**src/rtl/bit_packer_pkg.sv**
```systemverilog
// Shared definitions for the serial-to-parallel bit packer: default word
// width, counter width derivation, word/count typedefs and the hold-register
// state encoding.
package bit_packer_pkg;

    localparam int WIDTH_DEF = 8;

    // Bits needed to count from 0 up to and including w ones.
    function automatic int cnt_w(input int w);
        return $clog2(w + 1);
    endfunction

    localparam int CNT_W_DEF = cnt_w(WIDTH_DEF);

    typedef logic [WIDTH_DEF-1:0] word_t;
    typedef logic [CNT_W_DEF-1:0] count_t;

    // Output holding register occupancy.
    typedef enum logic {
        HOLD_EMPTY = 1'b0,
        HOLD_FULL  = 1'b1
    } hold_state_t;

endpackage

```
**src/rtl/pack_hold_reg.sv**
```systemverilog
// Single-entry output holding register for completed words.
//
// Handshake: a word moves to the consumer on a rising edge where
// out_valid (state == HOLD_FULL) and out_ready are both high. The state is
// purely registered, so out_valid never depends combinationally on
// out_ready. A word offered on load_valid is taken when the register is
// empty or is being emptied on the same edge; otherwise it is dropped and
// the sticky overflow flag is raised.
module pack_hold_reg
    import bit_packer_pkg::*;
#(
    parameter int WIDTH = WIDTH_DEF,
    localparam int CNT_W = cnt_w(WIDTH)
) (
    input  logic             clock,
    input  logic             reset,
    input  logic             load_valid,
    input  logic [WIDTH-1:0] load_data,
    input  logic [CNT_W-1:0] load_ones,
    input  logic             out_ready,
    input  logic             clear_overflow,
    output logic [WIDTH-1:0] out_data,
    output logic [CNT_W-1:0] out_ones,
    output logic             overflow,
    output hold_state_t      state
);

    hold_state_t state_q;
    hold_state_t state_d;
    logic        xfer;
    logic        accept;
    logic        drop;

    // Next-state and load/drop decisions for the EMPTY/FULL register.
    always_comb begin
        state_d = state_q;
        xfer    = 1'b0;
        accept  = 1'b0;
        drop    = 1'b0;

        xfer   = (state_q == HOLD_FULL) && out_ready;
        accept = load_valid && ((state_q == HOLD_EMPTY) || xfer);
        drop   = load_valid && !accept;

        if (accept) begin
            state_d = HOLD_FULL;
        end else if (xfer) begin
            state_d = HOLD_EMPTY;
        end
    end

    // State register.
    always_ff @(posedge clock) begin
        if (reset) begin
            state_q <= HOLD_EMPTY;
        end else begin
            state_q <= state_d;
        end
    end

    // Held word and its population count; only written when a word is taken,
    // so they stay stable while FULL.
    always_ff @(posedge clock) begin
        if (reset) begin
            out_data <= '0;
            out_ones <= '0;
        end else if (accept) begin
            out_data <= load_data;
            out_ones <= load_ones;
        end
    end

    // Sticky overflow: a drop on the same edge as a clear keeps the flag set.
    always_ff @(posedge clock) begin
        if (reset) begin
            overflow <= 1'b0;
        end else if (drop) begin
            overflow <= 1'b1;
        end else if (clear_overflow) begin
            overflow <= 1'b0;
        end
    end

    assign state = state_q;

endmodule

```
**src/rtl/bit_packer.sv**
```systemverilog
// Serial bit packer: collects in_bit on each in_valid cycle into a WIDTH-bit
// word, first bit at bit 0, with a running ones count. A word completes when
// the bit at index WIDTH-1 is accepted and is then offered to the holding
// register, which presents it with a valid/ready handshake.
module bit_packer
    import bit_packer_pkg::*;
#(
    parameter int WIDTH = WIDTH_DEF,
    localparam int CNT_W = cnt_w(WIDTH)
) (
    input  logic             clock,
    input  logic             reset,
    input  logic             in_valid,
    input  logic             in_bit,
    output logic             out_valid,
    input  logic             out_ready,
    output logic [WIDTH-1:0] out_data,
    output logic [CNT_W-1:0] out_ones,
    output logic             overflow,
    input  logic             clear_overflow
);

    localparam int IDX_W = $clog2(WIDTH);
    localparam logic [IDX_W-1:0] LAST_IDX = IDX_W'(WIDTH - 1);

    if (WIDTH < 2 || WIDTH > 32) begin : g_bad_width
        $error("bit_packer: WIDTH must be in 2..32");
    end

    logic [IDX_W-1:0] bit_idx;
    logic [CNT_W-1:0] ones_run;
    logic [WIDTH-1:0] coll_data;
    logic             word_done;
    logic [WIDTH-1:0] word_next;
    logic [CNT_W-1:0] ones_next;
    hold_state_t      hold_state;

    // Completed word and count including the bit arriving this cycle.
    always_comb begin
        word_next            = coll_data;
        word_next[WIDTH-1]   = in_bit;
        ones_next            = ones_run + CNT_W'(in_bit);
        word_done            = in_valid && (bit_idx == LAST_IDX);
    end

    // Collection state: write position, partial word and running ones count.
    // Idle cycles leave everything untouched; reset discards a partial word.
    always_ff @(posedge clock) begin
        if (reset) begin
            bit_idx   <= '0;
            ones_run  <= '0;
            coll_data <= '0;
        end else if (in_valid) begin
            coll_data[bit_idx] <= in_bit;
            if (word_done) begin
                bit_idx  <= '0;
                ones_run <= '0;
            end else begin
                bit_idx  <= bit_idx + IDX_W'(1);
                ones_run <= ones_next;
            end
        end
    end

    pack_hold_reg #(
        .WIDTH(WIDTH)
    ) u_hold (
        .clock          (clock),
        .reset          (reset),
        .load_valid     (word_done),
        .load_data      (word_next),
        .load_ones      (ones_next),
        .out_ready      (out_ready),
        .clear_overflow (clear_overflow),
        .out_data       (out_data),
        .out_ones       (out_ones),
        .overflow       (overflow),
        .state          (hold_state)
    );

    assign out_valid = (hold_state == HOLD_FULL);

endmodule

```
**config.mk**
```make
export PLATFORM = sky130hd
export DESIGN_NAME = bit_packer
export DESIGN_NICKNAME = d
export VERILOG_FILES = /design/src/rtl/bit_packer_pkg.sv /design/src/rtl/pack_hold_reg.sv /design/src/rtl/bit_packer.sv
export SDC_FILE = /design/constraint.sdc
export NUM_CORES = 1
export LEC_CHECK = 0
export ABC_AREA = 1
export BUFFER_PORTS_ARGS = -buffer_cell sky130_fd_sc_hd__buf_4
export CAP_MARGIN = 0
export CORE_UTILIZATION = 56
export CTS_BUF_LIST = sky130_fd_sc_hd__clkbuf_16
export CTS_CLUSTER_SIZE = 10
export DETAILED_ROUTE_END_ITERATION = 16
export HOLD_SLACK_MARGIN = 0.1
export PLACE_DENSITY_LB_ADDON = 0.15
export SLEW_MARGIN = 5
export SYNTH_ARGS = -nofsm -noshare
export SYNTH_HDL_FRONTEND = slang
export SYNTH_SLANG_ARGS = --single-unit
```
**constraint.sdc**
```tcl
create_clock -name clock -period 3.8 [get_ports clock]
set_input_delay 0.76 -clock clock [delete_from_list [all_inputs] [get_ports clock]]
set_output_delay 0.76 -clock clock [all_outputs]
set_load 0.02 [all_outputs]
```
==> impl_results.md, run 1 <==
- Synth Warn #: 0
- Synth cell count leaders: 28 x dfxtp_1, 26 x nand2_1, 23 x nor2_1, 17 x a21oi_1, 10 x nand3_1
- Total of max-cap violations: 0
- Pwr per Cell Area: 419.8 nW/µm²
- Worst VDD drop: 0.0002757 V
- Cells along the critical path: ha_1, ha_1, nand2_2, inv_2, nand2_2, clkinv_2, o21ai_0, nor2_1
- Net count after synthesis: 158
- Total gr overflow: 0
- Post-Syn Area: 1145 µm²
- Mapped Cells: 148
- Largest net degree at the start of global routing: 18
- Max stage delay on crit path: 350 ps
- Clk root buf: clkbuf_16
- FF+latch count, synth: 28
- Fin crit period: 1674 ps
- Setup bufs post-CTS: 0
- Area Overhead vs Synth: 18.36%
- Via count: 984
- Final total power: 0.5688 mW
- Maximum fanout along the worst path: 13
- Initial Util: 62.89%
- Final ANT Viol Nets: 0
- Drt pass-1 iters: 4
- Critical Path RT: 3950 ps
- Initial antenna violation count: 0
- First DRT Iteration DRCs: 15
- Net count reported at finish: 176
- CTS tree: built
- CP endpoint kind: register
- Die area: 2229 µm²
- Most used DFF post-synth: dfxtp_1
- Avg Vias per Cell: 5.179
- Critical path class: reg2reg
- WHS: 460.0 ps
- Post-CTS Hold Buffers: 0
- RSZ-0062 raised after global routing: no
- Global-route wire length before repair: 3277 µm
- Storage cell area: 560.5 µm²
- Total track usage: 20.86%
- Synth area leaders: dfxtp_1 49%, nand2_1 8.5%, nor2_1 7.5%, a21oi_1 7.4%, ha_1 4.4%
- Chip Height: 47.22 µm
- Chip Width: 47.22 µm
- Core area: 1821 µm²
- Distinct cells, synth: 19
- Max-slew violations: 0
- Placer Congestion: 0.7993
- Sequential-to-total area share from yosys stat: 48.96%
- Rows: 15
- Core Util, Final: 74.43%
- Slowest-stage cell, CP: dfxtp_1
- Min-Delay Path Class: reg2reg
- PortBufs: 19
- Ant diodes: 0
- CP arrival: 1820 ps
- Multi-input gate area: 495.5 µm²
- # resized after CTS: 0
- Rel. slew slack: 81.25%
- DR DRC count: 0
- Setup_tns: 0 ps
- Layout cells sized above 1: 17.58%
- Clock Tree Buf Depth: 2
- Vias in the first global route: 793
- H-tree depth: 1
- Actual slew at the worst max-slew pin: 281.0 ps
- Count leader, synth: dfxtp_1
- Leakage power: 0.5881 nW
- DP HPWL: 1592 µm
- Total CTS buffers: 3
- Number of synthesized flops with an enable pin: 0
- Syn_area_per_cell: 7.735 µm²
- Clock slew at reported path FFs: 60 ps
- Final hold vios: 0
- Post-synth top area share: 48.96%
- Fillcell total: 149
- Routed WL: 2112 µm
- Flop-to-flop setup slack: 2130 ps
- CP Launch Type: register
- Period utilisation layout: 44.05%
- Setup-failing EPs final: 0
- Worst-skew pair later-pin latency: 260 ps
- IO Pins: 20
- Worst Skew: 5.077 ps
- Status: complete, no violations
- WL/cell: 11.12 µm
- Leading area contributor after synthesis: dfxtp_1
- Clock Sinks: 28
- Post-synth ARST share: 0%
- Fmax: 0.5975 GHz
==> worst max-delay path: cells and delay by family (launching register included) <==
kind            cells  cell delay (ps)
fa+ha+maj           2              420
flops               1              350
simple gates        3              340
buf+inv             2              240
compound gates      1              190
==> kinds of logic after synthesis <==
kind of cell | after synthesis | synth area share (%)
AOI/OAI and AO/OA | 31 | 13.55
xor gates and xnor gates | 1 | 0.7652
adders and majority gates | 4 | 4.372
buffers and inverters | 18 | 7.759
DFF | 28 | 48.96
and+or+nand+nor | 66 | 24.59
==> per-layer routing <==
layer | GRT usage (%) | vias to the layer above | part of all wire (%)
met5 | 0 | - | 0
li1 | - | 519 | -
met1 | 26.76 | 436 | 49
met2 | 35.56 | 27 | 47
met4 | 6.857 | 0 | 0.62
met3 | 3.462 | 2 | 3.0
==> state kept, by name, summed over array words and instances, names as in the netlist <==
register / flops
bit_idx: 3
coll_data: 7
ones_run: 4
u_hold.out_data: 8
u_hold.out_ones: 4
u_hold.overflow: 1
u_hold.state: 1
==> layout make-up <==
cell class	instances	share of cell area (%)
Sequential cell	28	41.37
Multi-Input combinational cell	102	36.57
Timing Repair Buffer	19	10.53
Clock buffer	3	5.540
Inverter	12	3.416
Tap cell	25	2.308
Clock inverter	1	0.2770
==> through the flow <==
stage | std cells | setup WS [ps] | instance area, µm²
2_1_floorplan | 148 | 2250 | 1145
3_3_place_gp | 186 | 2030 | 1276
3_5_place_dp | 186 | 2017 | 1276
4_1_cts | 190 | 2138 | 1355
5_1_grt | 190 | 2019 | 1355
6_report | 190 | 2126 | 1355
==> final timing paths <==
check | to | depth (start not counted) | startpoint
setup / recovery | u_hold.out_ones[3] | 8 | bit_idx[0]
hold / removal | coll_data[4] | 2 | coll_data[4]
setup reg to reg | u_hold.out_ones[3] | 8 | bit_idx[0]
hold reg to reg | coll_data[4] | 2 | coll_data[4]
==> cell usage in the layout, fill, tap and decap left out, drive strengths merged <==
cell type	instances
dfxtp	28
nand2	28
nor2	25
buf	19
a21oi	17
o21ai	14
inv	11
nand3	10
ha	4
clkbuf	3
nand4	2
clkinv	2
nor3	1
xor2	1
==> power breakdown <==
part,internal (mW),switching [mW]
Clock,0.141,0.0889
Sequential,0.299,0.00496
Combinational,0.0130,0.0227
Total,0.452,0.117
Note: power is estimated with default switching activity, not from simulation.
==> run 2, diff against run 1 <==
--- a/config.mk
+++ b/config.mk
@@ -5,10 +5,10 @@
 export SDC_FILE = /design/constraint.sdc
 export NUM_CORES = 1
 export LEC_CHECK = 0
-export ABC_AREA = 1
+export ABC_AREA = 0
 export BUFFER_PORTS_ARGS = -buffer_cell sky130_fd_sc_hd__buf_4
 export CAP_MARGIN = 0
-export CORE_UTILIZATION = 56
+export CORE_UTILIZATION = 54
 export CTS_BUF_LIST = sky130_fd_sc_hd__clkbuf_16
 export CTS_CLUSTER_SIZE = 10
 export DETAILED_ROUTE_END_ITERATION = 16
==> constraint.sdc (replaced) <==
create_clock -name clock -period 1.7 [get_ports clock]
set_input_delay 0.34 -clock clock [delete_from_list [all_inputs] [get_ports clock]]
set_output_delay 0.34 -clock clock [all_outputs]
set_load 0.02 [all_outputs]
==> run 2 against run 1 <==
Compared with the run above:
- power rose by 120%
- clock skew fell by 2.1 ps
- register-to-register slack got worse by 2000 ps
- critical endpoint is now u_hold.out_data[5]
- highest routed layer unchanged
==> impl_results.md, run 2 <==
- Status: complete, no violations
- Drt pass-1 iters: 4 (unchanged)
- Avg Vias per Cell: 5.665 (+9.4%)
- Clock Sinks: 28 (unchanged)
- Global-route wire length before repair: 4077 µm (+24%)
- Chip Height: 49.70 µm (+5.3%)
- Routed WL: 2439 µm (+15%)
- Syn_area_per_cell: 9.308 µm² (+20%)
- First DRT Iteration DRCs: 14 (-1)
- Distinct cells, synth: 26 (+7)
- Die area: 2470 µm² (+11%)
- Biggest register: u_hold.out_data
- Commonest cells after routing, fill and taps aside: 28 x dfxtp_1, 23 x buf_4, 19 x a21oi_1
- Layout cells sized above 1: 23.29% (+5.7 points)
- Critical path class: reg2reg
- Count leader, synth: dfxtp_1
- Top delay family on crit path: flip-flops
- Final ANT Viol Nets: 0 (unchanged)
- Placer Congestion: 0.7217 (-9.7%)
- Slowest-stage cell, CP: dfxtp_1
- Synth area leaders: dfxtp_1 46%, a21oi_1 7.7%, mux2i_1 7.3%, nand3_1 4.5%, o21ai_0 4.5%
- Setup-failing EPs final: 0 (unchanged)
- Rows: 16 (+1)
- CTS tree: built
- Post-synth top area share: 45.62% (-3.3 points)
- Vias in the first global route: 888 (+12%)
- Actual slew at the worst max-slew pin: 541.0 ps (+260.1 ps)
- FF+latch count, synth: 28 (unchanged)
- Largest net degree at the start of global routing: 29 (+11)
- Fmax: 0.6340 GHz (+6.1%)
- H-tree depth: 1 (unchanged)
- Worst VDD drop: 0.0005307 V (+93%)
- CP Launch Type: register
- Total gr overflow: 0 (unchanged)
- Post-CTS Hold Buffers: 0 (unchanged)
- Area after DPL: 1380 µm² (+8.1%)
- CP Buf/Inv Count: 1 (-1)
- Synth cell count leaders: 28 x dfxtp_1, 19 x a21oi_1, 12 x nor2_1, 11 x nand3_1, 11 x o21ai_0
- Post-synth ARST share: 0% (unchanged)
- DR DRC count: 0 (unchanged)
- Largest regs: u_hold.out_data x8, coll_data x7
- Final hold vios: 0 (unchanged)
- Critical Path RT: 1890 ps (-2060 ps)
- Largest register FFs: 8 (unchanged)
- Chip Width: 49.70 µm (+5.3%)
- Via count: 980 (-0.41%)
- Number of synthesized flops with an enable pin: 0 (unchanged)
- Leading area contributor after synthesis: dfxtp_1
- Clock Tree Buf Depth: 2 (unchanged)
- Initial antenna violation count: 0 (unchanged)
- Met2 routed WL: 1227 µm (+24%)
- Cells along the critical path: ha_2, and2_1, buf_4, nand3_1, a21oi_1
- Uppermost routed layer: met4
- Final WS setup: 122.8 ps (-2003 ps)
- Rel. slew slack: 63.93% (-17 points)
- Setup bufs post-CTS: 0 (unchanged)
- CP endpoint kind: register
- Ant diodes: 0 (unchanged)
- CP arrival: 1760 ps (-60 ps)
- Period utilisation layout: 92.78% (+49 points)
- WL/cell: 14.10 µm (+27%)
- Worst-skew pair later-pin latency: 260 ps (about the same)
- Net count reported at finish: 158 (-10%)
- Max stage delay on crit path: 480 ps (+130 ps)
- Post-Syn Area: 1229 µm² (+7.3%)
- Setup_tns: 0 ps (unchanged)
- Clk root buf: clkbuf_16
- Total of max-cap violations: 0 (unchanged)
- Worst Skew: 2.983 ps (-2.094 ps)
- Core area: 2042 µm² (+12%)
- PortBufs: 19 (unchanged)
- WHS: 379.9 ps (-80.09 ps)
- Sequential-to-total area share from yosys stat: 45.62% (-3.3 points)
- Initial Util: 60.17% (-2.7 points)
- Place WS: 145.6 ps (-1872 ps)
- Mapped Cells: 132 (-11%)
- Net count after synthesis: 142 (-10%)
- Most used DFF post-synth: dfxtp_1
- Area Overhead vs Synth: 18.84%
- DR WL met3: 81 µm (+29%)
- Total CTS buffers: 3 (unchanged)
- DP HPWL: 1697 µm (+6.6%)
- Fin crit period: 1577 ps (-96.60 ps)
- Synth Warn #: 0 (unchanged)
- Maximum fanout along the worst path: 11 (-2)
- Min-Delay Path Class: in2reg
- M1 wire length: 1080 µm (+3.5%)
- Pwr per Cell Area: 873.9 nW/µm² (+110%)
- Design Area, Final: 1460 µm² (+7.8%)
- Clock slew at reported path FFs: 60 ps (about the same)
- Leakage power: 0.5675 nW (-3.5%)
- Max-slew violations: 0 (unchanged)
- RSZ-0062 raised after global routing: no
- # resized after CTS: 0 (unchanged)
- Leading cell type in the layout, fill and taps excluded: dfxtp_1
- IO Pins: 20 (unchanged)
- Total track usage: 22.21% (+1.4 points)
[run 2: changes by cell type after synthesis, sizes merged, moves of 3 or more]
cell / change
mux2i: +9
nand2: -27
nand4b: +3
nand2b: +4
nor2: -13
and4bb: +4
clkbuf: +6
o21ai: -3
inv: -11
nand3b: +3
[run 2: stage by stage]
stage	power, mW	utilization, %	instances
global placement	0.7669	67.59	170
finish	1.276	71.51	173
floorplan	0.7463	-	132
CTS	1.286	71.26	173
global route	1.324	71.51	173
detailed placement	0.7714	67.59	170
[run 2: area by class of cell]
| cell class | instances | area (µm²) |
|---|---|---|
| clock buffer | 3 | 75.07 |
| timing repair buffer | 23 | 172.7 |
| tap | 27 | 33.78 |
| sequential | 28 | 560.5 |
| multi-input combinational | 92 | 618.1 |
| fill | 171 | 581.8 |
[run 2: logic make-up after synthesis]
kind of cell	Yosys count	share of synthesized area, %
AND/OR/NAND/NOR	45	23.42
adder cells (fa/ha/maj)	4	4.073
XOR/XNOR	2	1.426
buffers and inverters	12	4.480
multiplexers	9	7.332
AO/OA/AOI/OAI	32	13.65
flip-flops	28	45.62
[run 2: worst register-to-register path, delay by kind of cell, from the launching register on]
family | cells | cell delay [ps]
AO/OA/AOI/OAI | 1 | 170
AND/OR/NAND/NOR | 2 | 330
adder cells (fa/ha/maj) | 1 | 310
flip-flops | 1 | 480
buffers and inverters | 1 | 210
[run 2: worst paths after layout]
path | depth (start not counted) | slack [ps] | from | to
max | 5 | 120 | bit_idx[2] | u_hold.out_data[5]
min | 4 | 380 | clear_overflow | u_hold.overflow
max reg2reg | 5 | 120 | bit_idx[2] | u_hold.out_data[5]
min reg2reg | 2 | 470 | coll_data[2] | u_hold.out_data[2]
[run 2: where the power goes]
| group | switching (mW) | internal, mW |
|---|---|---|
| registers | 0.00723 | 0.667 |
| logic | 0.0449 | 0.0387 |
| clock network | 0.207 | 0.312 |
[run 2: metal layers]
metal  GRT usage (%)  vias up
met5               0        -
met4           10.00        0
met3           3.395        5
met2           37.39       24
met1           27.69      453
li1                -      498
